`config.mk`:
```
export PLATFORM = sky130hd
export DESIGN_NAME = mem_arbiter_flat
export DESIGN_NICKNAME = d
export VERILOG_FILES = /design/src/rtl/mem_arbiter_if.sv /design/src/rtl/mem_arbiter.sv /design/src/flat_wrapper.sv
export SDC_FILE = /design/constraint.sdc
export NUM_CORES = 1
export LEC_CHECK = 0
export ABC_AREA = 1
export BUFFER_PORTS_ARGS = -buffer_cell sky130_fd_sc_hd__buf_2
export CAP_MARGIN = 30
export CORE_MARGIN = 4
export CORE_UTILIZATION = 47
export CTS_CLUSTER_DIAMETER = 120
export DETAILED_ROUTE_END_ITERATION = 6
export PLACE_DENSITY = 0.74
export SETUP_SLACK_MARGIN = 0.05
export SLEW_MARGIN = 40
export SYNTH_ARGS = -nofsm -noshare
export SYNTH_HDL_FRONTEND = slang
export SYNTH_SLANG_ARGS = --single-unit
```
`constraint.sdc`:
```
create_clock -name clk -period 5.64 [get_ports clk]
set_input_delay 0 -clock clk [delete_from_list [all_inputs] [get_ports clk]]
set_output_delay 0 -clock clk [all_outputs]
set_load 0.005 [all_outputs]
```
`src/rtl/mem_arbiter_if.sv`:
```
// Client and RAM/IO bus of the byte-serial memory arbiter.
// The arbiter takes the slave side; clients and the RAM model take the master side.
interface mem_arbiter_if;
    logic        has_misbranch;

    logic [31:0] in_if_addr;
    logic        in_if_ask;
    logic [31:0] out_if_inst;
    logic        out_if_ready;

    logic [31:0] in_ls_addr;
    logic        in_ls_ask;
    logic        in_ls_wr;
    logic [1:0]  in_ls_size;
    logic [31:0] in_ls_data;
    logic [31:0] out_ls_data;
    logic        out_ls_ready;

    logic [7:0]  mem_din;
    logic [7:0]  mem_dout;
    logic [31:0] mem_a;
    logic        mem_wr;
    logic        io_buffer_full;

    modport slave (
        input  has_misbranch,
        input  in_if_addr, in_if_ask,
        input  in_ls_addr, in_ls_ask, in_ls_wr, in_ls_size, in_ls_data,
        input  mem_din, io_buffer_full,
        output out_if_inst, out_if_ready,
        output out_ls_data, out_ls_ready,
        output mem_dout, mem_a, mem_wr
    );

    modport master (
        output has_misbranch,
        output in_if_addr, in_if_ask,
        output in_ls_addr, in_ls_ask, in_ls_wr, in_ls_size, in_ls_data,
        output mem_din, io_buffer_full,
        input  out_if_inst, out_if_ready,
        input  out_ls_data, out_ls_ready,
        input  mem_dout, mem_a, mem_wr
    );
endinterface

```
`src/rtl/mem_arbiter.sv`:
```
// mem_arbiter: byte-serial controller between the 8-bit RAM/IO port and the
// instruction fetcher / load-store buffer. Requests are latched as pending,
// load/store wins over fetch, and each access streams one byte per cycle.
module mem_arbiter #(
    parameter logic [31:0] IO_ADDR_LO = 32'h30000,
    parameter logic [31:0] IO_ADDR_HI = 32'h30004
) (
    input  logic         clk,
    input  logic         rst,
    input  logic         rdy,
    mem_arbiter_if.slave bus
);

    typedef enum logic [2:0] {
        S_IDLE,
        S_IF,
        S_LS_RD,
        S_LS_WR,
        S_IO_WAIT
    } state_t;

    state_t      state;
    state_t      state_nxt;

    // byte-cycle index of the running access and its length
    logic [2:0]  cnt;
    logic [2:0]  nbytes;
    logic [31:0] base;
    logic [31:0] wdata;
    logic [31:0] rbuf;
    logic [31:0] rbuf_ins;

    logic        if_pend;
    logic [31:0] if_addr_q;
    logic        ls_pend;
    logic [31:0] ls_addr_q;
    logic [31:0] ls_data_q;
    logic        ls_wr_q;
    logic [1:0]  ls_size_q;

    logic        ls_req;
    logic        if_req;
    logic [31:0] ls_addr_sel;
    logic [31:0] ls_data_sel;
    logic        ls_wr_sel;
    logic [1:0]  ls_size_sel;
    logic [31:0] if_addr_sel;
    logic        ls_is_io;
    logic        start_ls;
    logic        start_if;
    logic        rd_done;
    logic        wr_done;

    function automatic logic [2:0] size_bytes(input logic [1:0] size);
        case (size)
            2'd0:    return 3'd1;
            2'd1:    return 3'd2;
            default: return 3'd4;
        endcase
    endfunction

    // Request selection: an ask on this edge overrides the latched fields
    always_comb begin
        ls_addr_sel = bus.in_ls_ask ? bus.in_ls_addr : ls_addr_q;
        ls_data_sel = bus.in_ls_ask ? bus.in_ls_data : ls_data_q;
        ls_wr_sel   = bus.in_ls_ask ? bus.in_ls_wr   : ls_wr_q;
        ls_size_sel = bus.in_ls_ask ? bus.in_ls_size : ls_size_q;
        if_addr_sel = bus.in_if_ask ? bus.in_if_addr : if_addr_q;
        ls_req      = ls_pend | bus.in_ls_ask;
        if_req      = (if_pend | bus.in_if_ask) & ~bus.has_misbranch;
        ls_is_io    = (ls_addr_sel == IO_ADDR_LO) || (ls_addr_sel == IO_ADDR_HI);
        start_ls    = (state == S_IDLE) && ls_req;
        start_if    = (state == S_IDLE) && !ls_req && if_req;
        rd_done     = (cnt == nbytes);
        wr_done     = (cnt == nbytes - 3'd1);
    end

    // Merge the byte arriving on mem_din into its lane (byte cnt-1 of the access)
    always_comb begin
        rbuf_ins = rbuf;
        case (cnt)
            3'd1:    rbuf_ins[7:0]   = bus.mem_din;
            3'd2:    rbuf_ins[15:8]  = bus.mem_din;
            3'd3:    rbuf_ins[23:16] = bus.mem_din;
            3'd4:    rbuf_ins[31:24] = bus.mem_din;
            default: ;
        endcase
    end

    // State register
    always_ff @(posedge clk or negedge rst) begin
        if (!rst) begin
            state <= S_IDLE;
        end else if (rdy) begin
            state <= state_nxt;
        end
    end

    // Next-state logic; the edge that raises a ready pulse returns to IDLE
    always_comb begin
        state_nxt = state;
        case (state)
            S_IDLE: begin
                if (ls_req) begin
                    if (!ls_wr_sel)
                        state_nxt = S_LS_RD;
                    else if (ls_is_io && bus.io_buffer_full)
                        state_nxt = S_IO_WAIT;
                    else
                        state_nxt = S_LS_WR;
                end else if (if_req) begin
                    state_nxt = S_IF;
                end
            end
            S_IF:      if (bus.has_misbranch || rd_done) state_nxt = S_IDLE;
            S_LS_RD:   if (rd_done) state_nxt = S_IDLE;
            S_LS_WR:   if (wr_done) state_nxt = S_IDLE;
            S_IO_WAIT: if (!bus.io_buffer_full) state_nxt = S_LS_WR;
            default:   state_nxt = S_IDLE;
        endcase
    end

    // Byte counter, pending flags and the registered ready/result outputs
    always_ff @(posedge clk or negedge rst) begin
        if (!rst) begin
            cnt              <= 3'd0;
            if_pend          <= 1'b0;
            ls_pend          <= 1'b0;
            bus.out_if_ready <= 1'b0;
            bus.out_ls_ready <= 1'b0;
            bus.out_if_inst  <= 32'd0;
            bus.out_ls_data  <= 32'd0;
        end else if (rdy) begin
            bus.out_if_ready <= 1'b0;
            bus.out_ls_ready <= 1'b0;

            if (state == S_IF || state == S_LS_RD || state == S_LS_WR)
                cnt <= cnt + 3'd1;
            else
                cnt <= 3'd0;

            if (bus.has_misbranch)
                if_pend <= 1'b0;
            else if (bus.in_if_ask)
                if_pend <= 1'b1;
            if (bus.in_ls_ask)
                ls_pend <= 1'b1;
            if (start_ls)
                ls_pend <= 1'b0;
            if (start_if)
                if_pend <= 1'b0;

            if (state == S_IF && rd_done && !bus.has_misbranch) begin
                bus.out_if_ready <= 1'b1;
                bus.out_if_inst  <= rbuf_ins;
            end
            if (state == S_LS_RD && rd_done) begin
                bus.out_ls_ready <= 1'b1;
                bus.out_ls_data  <= rbuf_ins;
            end
            if (state == S_LS_WR && wr_done)
                bus.out_ls_ready <= 1'b1;
        end
    end

    // Latched request fields and the active access' address, data and read buffer
    always_ff @(posedge clk) begin
        if (rdy) begin
            if (bus.in_if_ask)
                if_addr_q <= bus.in_if_addr;
            if (bus.in_ls_ask) begin
                ls_addr_q <= bus.in_ls_addr;
                ls_data_q <= bus.in_ls_data;
                ls_wr_q   <= bus.in_ls_wr;
                ls_size_q <= bus.in_ls_size;
            end
            if (start_ls) begin
                base   <= ls_addr_sel;
                wdata  <= ls_data_sel;
                nbytes <= size_bytes(ls_size_sel);
                rbuf   <= 32'd0;
            end else if (start_if) begin
                base   <= if_addr_sel;
                nbytes <= 3'd4;
                rbuf   <= 32'd0;
            end else if ((state == S_IF || state == S_LS_RD) && cnt != 3'd0) begin
                rbuf   <= rbuf_ins;
            end
        end
    end

    // RAM port drive: address in byte-cycles 0..N-1, write strobe gated by rdy
    always_comb begin
        bus.mem_a    = 32'd0;
        bus.mem_wr   = 1'b0;
        bus.mem_dout = 8'd0;
        case (state)
            S_IF, S_LS_RD: begin
                if (cnt < nbytes)
                    bus.mem_a = base + {29'd0, cnt};
            end
            S_LS_WR: begin
                bus.mem_a  = base + {29'd0, cnt};
                bus.mem_wr = rdy;
                case (cnt[1:0])
                    2'd0:    bus.mem_dout = wdata[7:0];
                    2'd1:    bus.mem_dout = wdata[15:8];
                    2'd2:    bus.mem_dout = wdata[23:16];
                    default: bus.mem_dout = wdata[31:24];
                endcase
            end
            default: ;
        endcase
    end

endmodule

```
`src/flat_wrapper.sv`:
```
// flat-port wrapper written by rule: the top's interface ports become plain ports
module mem_arbiter_flat 
#(
    parameter logic [31:0] IO_ADDR_LO = 32'h30000,
    parameter logic [31:0] IO_ADDR_HI = 32'h30004
)
  (clk, rst, rdy, bus_has_misbranch, bus_in_if_addr, bus_in_if_ask, bus_in_ls_addr, bus_in_ls_ask, bus_in_ls_wr, bus_in_ls_size, bus_in_ls_data, bus_mem_din, bus_io_buffer_full, bus_out_if_inst, bus_out_if_ready, bus_out_ls_data, bus_out_ls_ready, bus_mem_dout, bus_mem_a, bus_mem_wr);
  mem_arbiter_if bus_i ();
  input  logic clk;
  input  logic rst;
  input  logic rdy;
  input wire logic [$bits(bus_i.has_misbranch)-1:0] bus_has_misbranch;
  input wire logic [$bits(bus_i.in_if_addr)-1:0] bus_in_if_addr;
  input wire logic [$bits(bus_i.in_if_ask)-1:0] bus_in_if_ask;
  input wire logic [$bits(bus_i.in_ls_addr)-1:0] bus_in_ls_addr;
  input wire logic [$bits(bus_i.in_ls_ask)-1:0] bus_in_ls_ask;
  input wire logic [$bits(bus_i.in_ls_wr)-1:0] bus_in_ls_wr;
  input wire logic [$bits(bus_i.in_ls_size)-1:0] bus_in_ls_size;
  input wire logic [$bits(bus_i.in_ls_data)-1:0] bus_in_ls_data;
  input wire logic [$bits(bus_i.mem_din)-1:0] bus_mem_din;
  input wire logic [$bits(bus_i.io_buffer_full)-1:0] bus_io_buffer_full;
  output wire logic [$bits(bus_i.out_if_inst)-1:0] bus_out_if_inst;
  output wire logic [$bits(bus_i.out_if_ready)-1:0] bus_out_if_ready;
  output wire logic [$bits(bus_i.out_ls_data)-1:0] bus_out_ls_data;
  output wire logic [$bits(bus_i.out_ls_ready)-1:0] bus_out_ls_ready;
  output wire logic [$bits(bus_i.mem_dout)-1:0] bus_mem_dout;
  output wire logic [$bits(bus_i.mem_a)-1:0] bus_mem_a;
  output wire logic [$bits(bus_i.mem_wr)-1:0] bus_mem_wr;
  assign bus_i.has_misbranch = bus_has_misbranch;
  assign bus_i.in_if_addr = bus_in_if_addr;
  assign bus_i.in_if_ask = bus_in_if_ask;
  assign bus_i.in_ls_addr = bus_in_ls_addr;
  assign bus_i.in_ls_ask = bus_in_ls_ask;
  assign bus_i.in_ls_wr = bus_in_ls_wr;
  assign bus_i.in_ls_size = bus_in_ls_size;
  assign bus_i.in_ls_data = bus_in_ls_data;
  assign bus_i.mem_din = bus_mem_din;
  assign bus_i.io_buffer_full = bus_io_buffer_full;
  assign bus_out_if_inst = bus_i.out_if_inst;
  assign bus_out_if_ready = bus_i.out_if_ready;
  assign bus_out_ls_data = bus_i.out_ls_data;
  assign bus_out_ls_ready = bus_i.out_ls_ready;
  assign bus_mem_dout = bus_i.mem_dout;
  assign bus_mem_a = bus_i.mem_a;
  assign bus_mem_wr = bus_i.mem_wr;
  mem_arbiter #(.IO_ADDR_LO(IO_ADDR_LO), .IO_ADDR_HI(IO_ADDR_HI)) u_core (.clk(clk), .rst(rst), .rdy(rdy), .bus(bus_i));
endmodule
```
Yosys cells after proc, flatten, opt, wreduce, memory -nomap -nowiden
Index checks and enable logic that the tools add are counted.

storage, ports and cells
  register bits after elaboration = 272
  bits in latches = 0
  bits in writable memories = 0
  ROM bits = 0
  output and inout port bits = 107
  memories kept = 0

operators by class
  $add $sub $neg = 3
  $mul = 0
  divide/modulo/power cells = 0
  order comparisons = 1
  eq/ne operators = 20
  shifts and indexed selects = 0
  multiplexer cells = 38
  bitwise gates (word level) = 4
  reductions and logical operators = 33

operators with widths
  cell                                                    count
  two-way mux 32 bit                                      7
  == test 32 x 18 -> 1 bit (second input constant)        2
  case mux 32 bit (2 select lines)                        1
  two-way mux 8 bit                                       5
  two-way mux 3 bit                                       11
  adder 32 x 3 -> 32 bit                                  1
  case mux 8 bit (3 select lines)                         1
  case mux 3 bit (5 select lines)                         1
  AND reduction 2 bit                                     7
  == test 3 x 2 -> 1 bit (second input constant)          4
  two-way mux 1 bit                                       10
  logical AND 1 bit                                       9
  nonzero test 3 bit                                      3
  == test 3 x 1 -> 1 bit (second input constant)          2
  == test 3 bit                                           2
  == test 3 bit (second input constant)                   2
  inequality test 2 x 1 -> 1 bit (second input constant)  3
  case mux 3 bit (2 select lines)                         1
  AND reduction 6 bit                                     1
  == test 2 x 1 -> 1 bit (second input constant)          2
  zero test 2 bit                                         2
  logical OR 1 bit                                        4
  nonzero test 2 bit                                      2
  OR reduction 2 bit                                      2
  other kinds (12)                                        14

Longest topological paths before layout
Gate-level depths: netlist (run 1).

  depth in word-level cells = 8
  depth in mapped cells = 13
  depth with buffers taken out = 13

Worst setup path before layout (run 1)
Ideal clock, no wire load.

  path type = flip-flop to flip-flop
  from = reg u_core.state[1]
  to = reg u_core.rbuf[0] (enable)
  arrival = 2647 ps
  data required time = 5208 ps
  path slack = 2561 ps
  cell stages (with the launch flop) = 6
  buffers on the path = 0
  clock period less this slack = 3079 ps
  cell sequence = dfrtp_1 -> nor2_1 -> nand2_1 -> nor4_1 -> nor2_1 -> a21oi_1

between the ends
  longest elaborated chain between the ends = 5
  elaborated cells between the ends (all ways) = 10
  classes of those cells = 2 x eq/ne; 8 x reduce/logical

RTL lines
  element                                                       RTL line                               text
  start, declared                                               mem_arbiter.sv:22                      state_t state;
  start signal, assigned                                        mem_arbiter.sv:95                      state <= state_nxt;
  == test 3 x 1 -> 1 bit, or another cell as far along          mem_arbiter.sv:186                     end else if ((state == S_IF || state == S_LS_RD) && cnt != 3'd0) begin
  logical OR 1 bit / logical AND 1 bit (equally long branches)  mem_arbiter.sv:186, mem_arbiter.sv:73
  logical AND 1 bit, on equally long branches                   mem_arbiter.sv:186, mem_arbiter.sv:73
  nonzero test 3 bit (no source line) *                         --
  AND reduction 2 bit (no source line) *                        --
  end signal, assigned                                          mem_arbiter.sv:187                     rbuf <= rbuf_ins;
  end, declared                                                 mem_arbiter.sv:30                      logic [31:0] rbuf;

Mark *: on every way between the ends. The rest lies on a longest branch, timed or not.
A chain may end at the register's enable or synchronous reset.

Worst setup path after layout (run 1)
  from = reg u_core.cnt[2]
  to = out bus_mem_a[30]

between the ends
  longest elaborated chain between the ends = 3
  elaborated cells between the ends (all ways) = 4
  classes of those cells = 1 x add/sub; 1 x order compare; 2 x mux

RTL lines
  element                                                              RTL line                                                    text
  start, declared                                                      mem_arbiter.sv:26                                           logic [2:0] cnt;
  start signal, assigned                                               mem_arbiter.sv:138                                          cnt <= cnt + 3'd1;
  adder 32 x 3 -> 32 bit / < comparator 3 bit (equally long branches)  mem_arbiter.sv:200, mem_arbiter.sv:203, mem_arbiter.sv:199
  two-way mux 32 bit                                                   mem_arbiter.sv:199                                          if (cnt < nbytes)
  case mux 32 bit (2 select lines) *                                   mem_arbiter.sv:197                                          case (state)
  end, declared                                                        flat_wrapper.sv:27                                          output wire logic [$bits(bus_i.mem_a)-1:0] bus_mem_a;

Marked as above.

==> results of run 1 <==
## through the flow
| stage | worst slack, ps | utilization | cells | hold slack (ps) |
|---|---|---|---|---|
| 2_1_floorplan | 2560 | - | 1367 | -296 |
| 3_3_place_gp | 3080 | 0.530 | 1870 | 271 |
| 3_5_place_dp | 3140 | 0.533 | 1872 | 165 |
| 4_1_cts | 2730 | 0.612 | 2030 | 0.576 |
| 5_1_grt | 2560 | 0.613 | 2030 | 51.0 |
| 6_report | 2750 | 0.613 | 2030 | 12.1 |
## state kept, by name (all words and copies together) (netlist names)
name	cells
u_core.ls_wr_q	1
u_core.state	3
u_core.ls_data_q	32
u_core.wdata	32
u_core.bus.out_ls_ready	1
u_core.bus.out_if_ready	1
u_core.base	32
u_core.bus.out_if_inst	32
u_core.nbytes	3
u_core.if_pend	1
u_core.rbuf	32
u_core.if_addr_q	32
u_core.bus.out_ls_data	32
u_core.ls_size_q	2
u_core.ls_addr_q	32
u_core.cnt	3
u_core.ls_pend	1
## layer usage
metal  part of all wire  vias to the layer above
met5                  0                        -
met3              0.053                       44
met1               0.44                     4859
met4              0.020                        0
li1                   -                     5089
met2               0.48                      320
## cell usage in the layout, fill, tap and decap left out, types with 6 or more instances in the layout
cell type	n
nor2_1	111
nand4_1	9
nor3_1	18
nand3_1	21
nand2_1	482
edfxtp_1	198
dlygate4sd3_1	105
dfrtp_1	74
a21oi_1	52
inv_2	6
nor2_2	7
nand2_2	7
o21ai_0	108
inv_1	132
buf_2	219
o21ai_1	28
a31oi_1	13
ha_1	12
clkbuf_16	32
## power groups by stage
stage | Clock [mW] | Sequential, mW | Combinational, mW
2_1_floorplan | 0 | 2.97 | 1.17
3_3_place_gp | 0 | 2.99 | 1.84
3_5_place_dp | 0 | 3.00 | 1.92
4_1_cts | 2.07 | 2.96 | 1.98
5_1_grt | 2.16 | 3.01 | 2.24
6_report | 2.03 | 2.97 | 1.97
## worst register-to-register path: cells and delay by family (launching register included)
| kind | cells | cell delay [ps] |
|---|---|---|
| adders and majority gates | 1 | 430 |
| AOI/OAI and AO/OA | 1 | 470 |
| DFF | 1 | 500 |
| buffers and inverters | 1 | 150 |
| and+or+nand+nor | 2 | 530 |
## layout make-up
cell class	instances	area [um^2]	share of cell area
sequential	272	7800	0.486
tap	335	419	0.0261
clock inverter	15	199	0.0124
timing repair buffer	331	2230	0.139
multi-input combinational	898	4030	0.251
clock buffer	38	843	0.0525
inverter	141	534	0.0333
## worst min-delay path by stage
| stage | endpoint | slack (ps) | depth (start not counted) |
|---|---|---|---|
| 2_1_floorplan | u_core.bus.out_if_inst[0]$_DFFE_PN0P_ | -300 | 0 |
| 3_3_place_gp | u_core.bus.out_ls_data[12]$_DFFE_PN0P_ | 270 | 2 |
| 3_5_place_dp | u_core.bus.out_if_inst[12]$_DFFE_PN0P_ | 160 | 2 |
| 4_1_cts | u_core.bus.out_if_inst[10]$_DFFE_PN0P_ | 0.6 | 5 |
| 5_1_grt | u_core.bus.out_if_inst[8]$_DFFE_PN0P_ | 50 | 5 |
| 6_report | u_core.bus.out_ls_data[8]$_DFFE_PN0P_ | 10 | 5 |
## cell families after synthesis
family / after synthesis / synth area share
AOI/OAI and AO/OA: 210 / 0.0870
xor gates and xnor gates: 4 / 0.00278
adders and majority gates: 13 / 0.0135
buffers and inverters: 197 / 0.0643
DFF: 272 / 0.619
muxes: 4 / 0.00318
and+or+nand+nor: 667 / 0.210
## repair_timing
item / 4_1_cts / 5_1_grt
hold buffers: 105 / 0
endpoints found under the hold margin: 301 / 0
resized for setup: 0 / 0
==> out/qor.yml, run 1 <==
detailed_routing:
  drt_iter0_markers: 848
  wl_per_cell_um: 15.7
  dr.pass1.iters: 7
  drc: 0
  routed_wl_um: 31900
  ant_nets: 0
  vias_per_cell: 5.08
  vias: 10300
floorplan:
  rows: 59
  initial_utilization: 0.481
  core-area_um2: 26200
  die_w_um: 172
  io_pins: 221
  die-height_um: 172
  dieArea_um2: 29500
setup_path:
  cp-end-kind: "output pin"
  slowest_stage: "a21oi_4"
  critical_path.most_common_cell: "a21oi_1"
  reg2reg_slack_ps: 3300
  crit_arrival_ps: 2890
  worstPathBufferInverterCount: 2
  crit_end: "bus_mem_a[30]"
  required_ps: 5640
  timing.rr.end: "u_core.rbuf[26]$_SDFFCE_PN0P_"
  critical_path.max_stage_delay_ps: 460
  critPathKind: "reg -> out"
  crit_start: "u_core.cnt[2]$_DFFE_PN0P_"
  path_delay_family: "compound AO/OA/AOI/OAI gates"
  crit_cells: 8
  reg2reg_depth: 5
  worstPathCellList: "ha_1 -> a21oi_1 -> o21ai_0 -> a21oi_4 -> inv_2 -> o21bai_1 -> a21oi_1 -> buf_2"
  crit_fanout: 18
  worstReg2RegStart: "u_core.cnt[1]$_DFFE_PN0P_"
  startpoint_type: "flop"
worst_hold_path:
  min_path_type: "in -> reg"
  holdCritStartpoint: "bus_mem_din[0]"
power_and_ir_drop:
  swShare: 0.327
  p_sw_mw: 2.28
  seqPwrFrac: 0.426
  cellLeakagePower_nw: 7.54
  p_per_area_nw_per_um2: 434
  vdd_drop_max_uv: 285
  pwr-share-comb: 0.283
  p_total_mw: 6.97
  p_clk_frac: 0.291
  p_int_mw: 4.69
clock_network:
  cts_tree: "built"
  root_buffer: "clkbuf_16"
  cts_sinks: 272
  clk_pin_slew_ps: 60
  clk-insertion-delay-late_ps: 540
  clk_path_buf_depth: 3
  htree_num_levels: 1
  cts_buffers: 29
  cts_setup_buffers: 0
placed_design:
  io_buffers: 220
  dp_hpwl_um: 21300
  placed_area_um2: 14000
  place_congestion: 0.876
final_layout:
  syn_to_final_growth_pct: 27.4
  fill_cells: 2160
  drive_above_1_share: 0.181
  fin_nets: 1800
  n_antenna_cell: 0
  finalInstanceArea_um2: 16100
synthesis:
  yosys.area.top_type_share: 0.472
  yosysTopAreaCell: "edfxtp_1"
  synth.cell_area_um2: 12600
  yosysUniqueCellTypes: 40
  synth.ff_latch_count: 272
  synth_area_leaders: "edfxtp_1, dfrtp_1, nand2_1"
  post_synth.cell_area_avg_um2: 9.22
  ys_async_sr_fraction: 0.272
  netlist_instances: 1367
  synth_fp_nets: 1494
  synthFlopType: "edfxtp_1"
  ys_top_cells_by_count: "nand2_1, edfxtp_1, inv_1, nor2_1, o21ai_0"
  synth-edff-count: 198
  yosys.cell_count.top_type: "nand2_1"
  synth_seq_area_share: 0.619
  ys.warnings.count: 0
grt:
  grt_pass1_wl_um: 50700
  met1_usage: 0.293
  grt_start_max_net_pins: 78
  grtUsageMet3: 0.0280
  grt_busiest_layer: "met2"
  antenna_found_initial: 0
  grtUsageTotal: 0.212
  grt_pass1_vias: 10100
  overflow: 0
  use_met2: 0.359
timing:
  tightest_slew_ps: 802
  rsz0062_at_grt: "no"
  hold_violations: 0
  min_period_over_period: 0.513
  period_needed_ps: 2890
  tns_ps: 0
  slew_headroom: 0.466
  skew_ps: 12.1
  finalSetupViolCount: 0
  timing.fmax_ghz: 0.346
  slew_violations: 0
run:
  cap_violations: 0
outcome:
  outcome: "finished, final reports clean"
Note: power is estimated with default switching activity, not from simulation.
==> run 2: changes to the inputs <==
==> constraint.sdc (replaced) <==
create_clock -name clk -period 2.7 [get_ports clk]
set_input_delay 0 -clock clk [delete_from_list [all_inputs] [get_ports clk]]
set_output_delay 0 -clock clk [all_outputs]
set_load 0.005 [all_outputs]
==> out/qor.yml, run 2 (synthesis gave the netlist of run 1 again) <==
floorplan:
  core-area_um2: 26200  # unchanged
  io_pins: 221  # unchanged
  dieArea_um2: 29500  # unchanged
  initial_utilization: 0.481  # unchanged
  die-height_um: 172  # unchanged
  die_w_um: 172  # unchanged
  rows: 59  # unchanged
detailed_routing:
  routed_wl_um: 33500  # was 31,900 um
  wl_per_cell_um: 16.3  # was 15.7 um
  vias: 10600  # was 10,300
  drt_iter0_markers: 908  # was 848
  dr.pass1.iters: 6  # was 7
  vias_per_cell: 5.16  # was 5.08
  ant_nets: 0  # unchanged
  drc: 0  # unchanged
final_layout:
  finalInstanceArea_um2: 16200  # was 16,100 um^2
  syn_to_final_growth_pct: 28.7  # was 27.4%
  finalNonFillerCells: 2054  # was 2,030
  drive_above_1_share: 0.199  # was 0.181
  final_common_cell: "nand2_1"  # unchanged
  fill_cells: 2068  # was 2,160
  mostFrequentLayoutCells: "nand2_1, buf_2, edfxtp_1"  # unchanged
  n_antenna_cell: 0  # unchanged
  fin_nets: 1824  # was 1,800
power_and_ir_drop:
  vdd_drop_max_uv: 545  # was 285 uV
  seqPwrFrac: 0.433  # was 0.426
  p_int_mw: 9.56  # was 4.69 mW
  pwr-share-comb: 0.300  # was 0.283
  p_sw_mw: 4.81  # was 2.28 mW
  cellLeakagePower_nw: 7.57  # was 7.54 nW
  p_clk_frac: 0.266  # was 0.291
  swShare: 0.335  # was 0.327
  p_total_mw: 14.4  # was 6.97 mW
  p_per_area_nw_per_um2: 887  # was 434 nW/um^2
setup_path:
  worstReg2RegStart: "u_core.state[1]$_DFFE_PN0P_"  # was u_core.cnt[1]$_DFFE_PN0P_
  cp-end-kind: "output pin"  # unchanged
  crit_start: "u_core.base[0]$_DFFE_PP_"  # was u_core.cnt[2]$_DFFE_PN0P_
  reg2reg_depth: 8  # was 5
  crit_fanout: 3  # was 18
  required_ps: 2700  # was 5640 ps
  critPathKind: "reg -> out"  # unchanged
  timing.rr.end: "u_core.if_pend$_DFFE_PN0P_"  # was u_core.rbuf[26]$_SDFFCE_PN0P_
  crit_arrival_ps: 2560  # was 2890 ps
  startpoint_type: "flop"  # unchanged
  reg2reg_slack_ps: 240  # was 3300 ps
worst_hold_path:
  holdCritStartpoint: "bus_mem_din[1]"  # was bus_mem_din[0]
  hold_path_depth: 5  # unchanged
  min_path_type: "in -> reg"  # unchanged
  holdPathEnd: "u_core.bus.out_if_inst[25]$_DFFE_PN0P_"  # was u_core.bus.out_ls_data[8]$_DFFE_PN0P_
timing:
  timing.fmax_ghz: 0.390
  slew_headroom: 0.506  # was 0.466
  tightest_slew_ps: 739  # was 802 ps
  tns_ps: 0  # unchanged
  setup_ws_ps: 138  # was 2750 ps
  slew_violations: 0  # unchanged
  rsz0062_at_grt: "yes"  # was no
  period_needed_ps: 2560
  finalSetupViolCount: 0  # unchanged
  skew_ps: 13.5  # was 12.1 ps
  hold_violations: 0  # unchanged
  min_period_over_period: 0.949
placed_design:
  placed_area_um2: 14000  # about the same
  io_buffers: 220  # unchanged
  dp_hpwl_um: 21900  # was 21,300 um
  dp.cells: 1883  # was 1,872
  place_congestion: 0.898  # was 0.876
  place_ws_ps: 494  # was 3140 ps
grt:
  grtUsageTotal: 0.219  # was 0.212
  antenna_found_initial: 0  # unchanged
  grt_pass1_wl_um: 52100  # was 50,700 um
  grt_pass1_vias: 10200  # was 10,100
  grt_start_max_net_pins: 75  # was 78
  overflow: 0  # unchanged
clock_network:
  htree_num_levels: 1  # unchanged
  clk_path_buf_depth: 3  # unchanged
  root_buffer: "clkbuf_16"  # unchanged
  clk_pin_slew_ps: 60  # about the same
  clk-insertion-delay-late_ps: 530  # was 540 ps
  cts_sinks: 272  # unchanged
  cts_tree: "built"  # unchanged
  cts_buffers: 29  # unchanged
run:
  cap_violations: 0  # unchanged
outcome:
  outcome: "finished, final reports clean"  # unchanged
## run 2: changes by cell type in the layout (fill, tap and decap cells not counted), moves of 4 or more
cell / change
buf_4: +18
nand2_2: +6
dlygate4sd3_1: +5
clkinv_1: +4
clkinv_2: +4
nand2_1: -4
## run 2: per-stage QoR
step | hold WS [ps] | utilization
finish | 14.3 | 0.619
global placement | 270 | 0.535
floorplan | -296 | -
CTS | 4.47 | 0.614
detailed placement | 171 | 0.535
global route | 53.7 | 0.619
## run 2: how the worst max path moves through the flow
stage / endpoint / slack (ps) / cells past startpoint
after CTS: bus_mem_a[30] / 40 / 10
after global placement: u_core.rbuf[30]$_SDFFCE_PN0P_ / 570 / 5
after detailed placement: u_core.rbuf[10]$_SDFFCE_PN0P_ / 490 / 5
after floorplan: u_core.rbuf[0]$_SDFFCE_PN0P_ / 230 / 5
after global routing: bus_mem_a[26] / -50 / 12
final: bus_mem_a[26] / 140 / 12
## run 2: power by group through the flow
stage / clock network, mW / logic (mW) / registers [mW]
2_1_floorplan: 0 / 2.46 / 6.20
3_3_place_gp: 0 / 3.95 / 6.26
3_5_place_dp: 0 / 4.07 / 6.28
4_1_cts: 3.91 / 4.24 / 6.20
5_1_grt: 4.09 / 4.84 / 6.32
6_report: 3.83 / 4.32 / 6.23
## run 2: layout make-up
type                            instances  area, um^2  area share
Clock inverter                         18         169      0.0104
Clock buffer                           35         748      0.0461
Sequential cell                       272        7800       0.481
Tap cell                              335         419      0.0258
Inverter                              141         529      0.0326
Timing Repair Buffer                  355        2440       0.150
Multi-Input combinational cell        898        4110       0.254
## run 2: what timing repair did
item	4_1_cts	5_1_grt
hold endpoints to repair	259	0
gates resized for setup	4	23
pin swaps	2	11
cloned	0	0
setup buffers	2	6
hold buffers	110	0
setup endpoints to repair	8	27
## run 2: critical path: stages, from the launching register on
cell and delay (ps):
edfxtp_1 420, ha_4 190, fa_2 380, nand2_2 90
nand2_2 60, nand2_2 90, nor2_4 60, nand4_1 190
nor2_2 80, nand2_1 110, o21ai_2 70, a21oi_2 140
buf_2 150
## run 2: per-layer routing
layer	part of all wire	global-route usage	up-vias
met2	0.48	0.367	450
met3	0.066	0.0292	71
met1	0.42	0.300	4942
met5	0	0	-
li1	-	-	5134
met4	0.032	0.0690	0
